[src/rtl/pos_logic_pipe.sv]
// Pipelined bitwise logic unit: eight ops on a/b, STAGES-deep valid/ready pipe with result flags.
// Optional macro LOGIC_PIPE_CNT_EN adds a saturating completed-op counter on op_count.
module pos_logic_pipe #(
    parameter int WIDTH  = 16,
    parameter int STAGES = 2
) (
    input  logic             clk,
    input  logic             rst_n,
    input  logic             in_valid,
    output logic             in_ready,
    input  logic [2:0]       op,
    input  logic [WIDTH-1:0] a,
    input  logic [WIDTH-1:0] b,
    output logic             out_valid,
    input  logic             out_ready,
    output logic [WIDTH-1:0] out,
    output logic             zero,
    output logic             ones,
    output logic             parity,
    output logic [15:0]      op_count
);

    generate
        if (STAGES < 1 || STAGES > 4 || WIDTH < 2) begin : g_bad_cfg
            $error("pos_logic_pipe: STAGES must be 1..4 and WIDTH >= 2");
        end
    endgenerate

    // Handshake: a transfer happens on a rising edge where valid && ready; valid never
    // waits on ready, and a held valid keeps its data stable until the transfer.

    logic [WIDTH-1:0] res;
    logic [2:0]       res_flags;   // {parity, ones, zero}

    always_comb begin
        res = '0;
        case (op)
            3'b000:  res = a & b;
            3'b001:  res = a | b;
            3'b010:  res = a ^ b;
            3'b011:  res = ~(a & b);
            3'b100:  res = ~(a | b);
            3'b101:  res = ~(a ^ b);
            3'b110:  res = a & ~b;
            default: res = a;
        endcase
    end

    assign res_flags = {^res, &res, ~|res};

    logic [STAGES-1:0] stg_valid;
    logic [WIDTH-1:0]  stg_data  [STAGES];
    logic [2:0]        stg_flags [STAGES];

    // What each stage would capture: stage 0 takes the operands, stage k the one before it.
    logic [STAGES-1:0] feed_valid;
    logic [WIDTH-1:0]  feed_data  [STAGES];
    logic [2:0]        feed_flags [STAGES];

    always_comb begin
        feed_valid    = '0;
        feed_valid[0] = in_valid;
        feed_data[0]  = res;
        feed_flags[0] = res_flags;
        for (int k = 1; k < STAGES; k++) begin
            feed_valid[k] = stg_valid[k-1];
            feed_data[k]  = stg_data[k-1];
            feed_flags[k] = stg_flags[k-1];
        end
    end

    // A stage advances if it is empty, the output is taken, or any later stage has a hole.
    logic [STAGES-1:0] adv;
    logic              go;

    always_comb begin
        adv = '0;
        go  = out_ready;
        for (int k = STAGES - 1; k >= 0; k--) begin
            go     = go || !stg_valid[k];
            adv[k] = go;
        end
    end

    always_ff @(posedge clk or negedge rst_n) begin
        if (!rst_n) begin
            stg_valid <= '0;
            for (int k = 0; k < STAGES; k++) begin
                stg_data[k]  <= '0;
                stg_flags[k] <= '0;
            end
        end else begin
            for (int k = 0; k < STAGES; k++) begin
                if (adv[k]) begin
                    stg_valid[k] <= feed_valid[k];
                    if (feed_valid[k]) begin
                        stg_data[k]  <= feed_data[k];
                        stg_flags[k] <= feed_flags[k];
                    end
                end
            end
        end
    end

    assign in_ready  = adv[0];
    assign out_valid = stg_valid[STAGES-1];
    assign out       = stg_data[STAGES-1];
    assign parity    = stg_flags[STAGES-1][2];
    assign ones      = stg_flags[STAGES-1][1];
    assign zero      = stg_flags[STAGES-1][0];

`ifdef LOGIC_PIPE_CNT_EN
    logic [15:0] cnt;

    always_ff @(posedge clk or negedge rst_n) begin
        if (!rst_n) begin
            cnt <= '0;
        end else if (out_valid && out_ready && cnt != 16'hFFFF) begin
            cnt <= cnt + 16'd1;
        end
    end

    assign op_count = cnt;
`else
    assign op_count = 16'h0000;
`endif

endmodule

[config.mk]
export PLATFORM = sky130hd
export DESIGN_NAME = pos_logic_pipe
export DESIGN_NICKNAME = d
export VERILOG_FILES = /design/src/rtl/pos_logic_pipe.sv
export SDC_FILE = /design/constraint.sdc
export NUM_CORES = 1
export LEC_CHECK = 0
export CORE_MARGIN = 5
export CORE_UTILIZATION = 45
export CTS_CLUSTER_SIZE = 24
export DETAILED_ROUTE_END_ITERATION = 12
export GPL_ROUTABILITY_DRIVEN = 0
export GPL_TIMING_DRIVEN = 1
export PLACE_DENSITY = 0.74
export SLEW_MARGIN = 10
export SYNTH_ARGS = -nofsm -noshare
export SYNTH_HDL_FRONTEND = slang
export SYNTH_SLANG_ARGS = --single-unit
[constraint.sdc]
create_clock -name clk -period 1.65 [get_ports clk]
set_input_delay 0.4125 -clock clk [delete_from_list [all_inputs] [get_ports clk]]
set_output_delay 0.4125 -clock clk [all_outputs]
set_load 0.005 [all_outputs]
==> impl_metrics.csv <==
group,metric,value,unit
pwr,p_seq_share,30.8,%
timing,rsz0062_at_grt,"true",
synth,ys.flop_type,"dfrtp_1",
synth,synth_edf_count,0,
die,start_util,45.9,%
synth,synthCells,408,
clock_tree,clkTransAtPathRegs,0.08,ns
synth,synth_top_cell_area_share,26.7,%
placed_design,place_ws,-1.49,ns
detailed_routing,drtPass1Iterations,4,
job,maxCapViolations,0,
clock_tree,cts_buffers,5,
worst_setup_path,required,1.86,ns
worst_setup_path,start_kind,"input port",
timing,post-route-period-util,152,%
die,ios,76,
synth,ys_seq_area_share,26.7,%
grt,grt_overflow,0,
timing,fmax,398,MHz
die,num_rows,33,
synth,avgSynthCellArea,9.20,µm²
die,die_area,10300,µm²
synth,synth-seq-cells,40,
finish,drive_above_1_share,59.5,%
timing,hold_ws,0.0484,ns
detailed_routing,wl_per_cell,19.1,µm
clock_tree,cts_tree,"built",
clock_tree,cts-root-to-sink-buffers,2,
detailed_routing,vias,3740,
synth,syn_area,3750,µm²
timing,fin_skew,0.0105,ns
detailed_routing,drtAntennaViolNets,0,
pwr,p_sw_share,32.3,%
detailed_routing,drtIter0Drc,214,
clock_tree,htree_levels,2,
timing,finalSetupViolations,9,
pwr,internal_power,2.96,mW
die,core,8180,µm²
detailed_routing,viasPerCell,5.56,
pwr,power.switching,1.42,mW
clock_tree,clock-sinks,40,
timing,drv_slew,0,
grt,antenna_found_initial,0,
placed_design,io_buffer_count,59,
placed_design,placed_cell_area,5070,µm²
finish,antenna_cells,0,
pwr,p_leak,2.81,nW
finish,final_cell_area,6290,µm²
worst_setup_path,endpoint_kind,"register",
status,violations,"negative setup slack",
finish,fin_nets,668,
timing,setup_slack,-0.865,ns
pwr,irDropWorstVdd,0.358,mV
synth,synthTopCellsByArea,"dfrtp_1, ha_1, mux2_2",
min_path,hp-class,"input port to asynchronous set/reset pin",
worst_setup_path,critPathArrivalTime,2.73,ns
grt,track_usage,23.3,%
timing,period_minus_slack,2.51,ns
synth,async_flop_share,100,%
die,dieHeight,101,µm
worst_setup_path,crit_path_max_fanout,2,
die,die_w,101,µm
pwr,power_frac_comb,51.5,%
grt,grt_first_pass_wirelength,19300,µm
timing,finalHoldViolCount,0,
grt,grt_max_degree,26,
synth,yosysUniqueCellTypes,57,
clock_tree,clk_latency,0.29,ns
grt,grt_pass1_vias,3966,
clock_tree,clock-root-buffer,"clkbuf_8",
worst_setup_path,path_class,"input port to register",
pwr,p_per_area,696,nW/µm²
finish,synthToLayoutAreaGrowth,67.6,%
detailed_routing,drcViolationCount,0,
placed_design,dp_hpwl,7400,µm
synth,synth-warning-count,0,
pwr,p_clk_share,17.7,%
status,status,"complete, but fails checks",
detailed_routing,wl,12800,µm
worst_setup_path,r2r_cells,5,
synth,synth_top_area_cell,"dfrtp_1",
Yosys cell counts (all sizes together) (2+ instances only):
cell / instances
xnor2: 7
a22oi: 8
o22ai: 5
o31ai: 2
o2111ai: 2
nand2: 16
mux2i: 4
and3: 2
or2: 4
nor2: 29
inv: 51
a221oi: 2
o2bb2ai: 7
buf: 30
a21oi: 22
nand4: 3
ha: 62
dfrtp: 40
o32a: 2
mux2: 33
o22a: 3
o211ai: 6
nor2b: 4
nand2b: 12
a2111oi: 2
clkbuf: 6
o21ai: 13
a31oi: 5
o221ai: 8
a211o: 2
what timing repair did:
item,4_1_cts,5_1_grt
buffers inserted,32,6
gates cloned,3,0
hold buffers,0,0
setup endpoints to repair,21,16
gates resized for setup,283,69
pin swaps,81,41
cells by family (layout without fill, tap and decap cells):
| family | after synthesis | in the layout | synth area share [%] |
|---|---|---|---|
| compound gates | 95 | 95 | 18.1 |
| xor+xnor | 7 | 7 | 1.63 |
| fa+ha+maj | 62 | 62 | 20.7 |
| buf+inv | 88 | 233 | 11.1 |
| flops | 40 | 40 | 26.7 |
| mux | 37 | 37 | 11.0 |
| other cells | 1 | 16 | 0.0999 |
| simple gates | 78 | 78 | 10.7 |
stage by stage:
step	cells	power, mW	setup TNS [ns]	util (%)
after floorplan	423	2.22	-1.77	-
after global placement	637	2.95	-15.35	62.0
after detailed placement	637	3.04	-16.60	62.0
after CTS	674	4.14	-1.80	74.2
after global routing	673	4.61	-2.86	76.9
final	673	4.38	-2.46	76.9
flip-flops by register name (all words and copies together), names as in the netlist:
| name | count |
|---|---|
| feed_data | 16 |
| feed_flags | 3 |
| ones | 1 |
| out | 16 |
| parity | 1 |
| stg_valid | 2 |
| zero | 1 |
final cells by class:
| class | instances | area (µm²) |
|---|---|---|
| inverter | 52 | 208 |
| timing repair buffer | 173 | 1630 |
| sequential | 40 | 1000 |
| clock inverter | 2 | 35.0 |
| tap | 105 | 131 |
| fill | 472 | 1890 |
| multi-input combinational | 295 | 3210 |
| clock buffer | 6 | 72.6 |
path summary, 6_finish.rpt:
check / endpoint / slack (ns) / start
max: feed_flags[0]$_DFFE_PN0P_ / -0.86 / b[14]
min: out[10]$_DFFE_PN0P_ / 0.05 / rst_n
max reg2reg: feed_flags[0]$_DFFE_PN0P_ / -0.04 / stg_valid[1]$_DFFE_PN0P_
min reg2reg: out[1]$_DFFE_PN0P_ / 0.49 / feed_data[1]$_DFFE_PN0P_
max in group asynchronous: feed_data[12]$_DFFE_PN0P_ / 1.13 / rst_n
min in group clk: out[1]$_DFFE_PN0P_ / 0.49 / feed_data[1]$_DFFE_PN0P_
cells in the final DEF, fill, tap and decap left out, drive strengths merged, types with 8 or more instances in the layout:
cell             n
buf            138
ha              62
inv             51
dfrtp           40
mux2            33
nor2            29
a21oi           22
clkdlybuf4s50   20
nand2           16
conb            16
o21ai           13
nand2b          12
clkbuf          10
a22oi            8
o221ai           8
power groups by stage:
stage / sequential (mW) / clock, mW / combinational, mW
after floorplan: 1.34 / 0 / 0.875
after global placement: 1.35 / 0 / 1.60
after detailed placement: 1.37 / 0 / 1.67
after CTS: 1.35 / 0.785 / 2.00
after global routing: 1.38 / 0.831 / 2.41
final: 1.35 / 0.775 / 2.25
routing by layer:
layer  up-vias  share of wire (%)  track usage (%)
met1      1795                 37             26.8
met2       167                 52             42.5
met4         0                5.1             10.2
met3        64                5.9             3.37
met5         -                  0                0
li1       1714                  -                -
worst max-delay path, cell delays in order:
cell and delay, ns:
clkdlybuf4s15_2 0.21, inv_2 0.08, ha_4 0.20, nor2_1 0.13, a21oi_1 0.08, o221ai_1 0.20
a21oi_1 0.13, inv_1 0.13, ha_4 0.15, nand4_1 0.09, or3_1 0.30, or4_4 0.43
o31ai_4 0.17
Power figures use the tool's default switching activity.
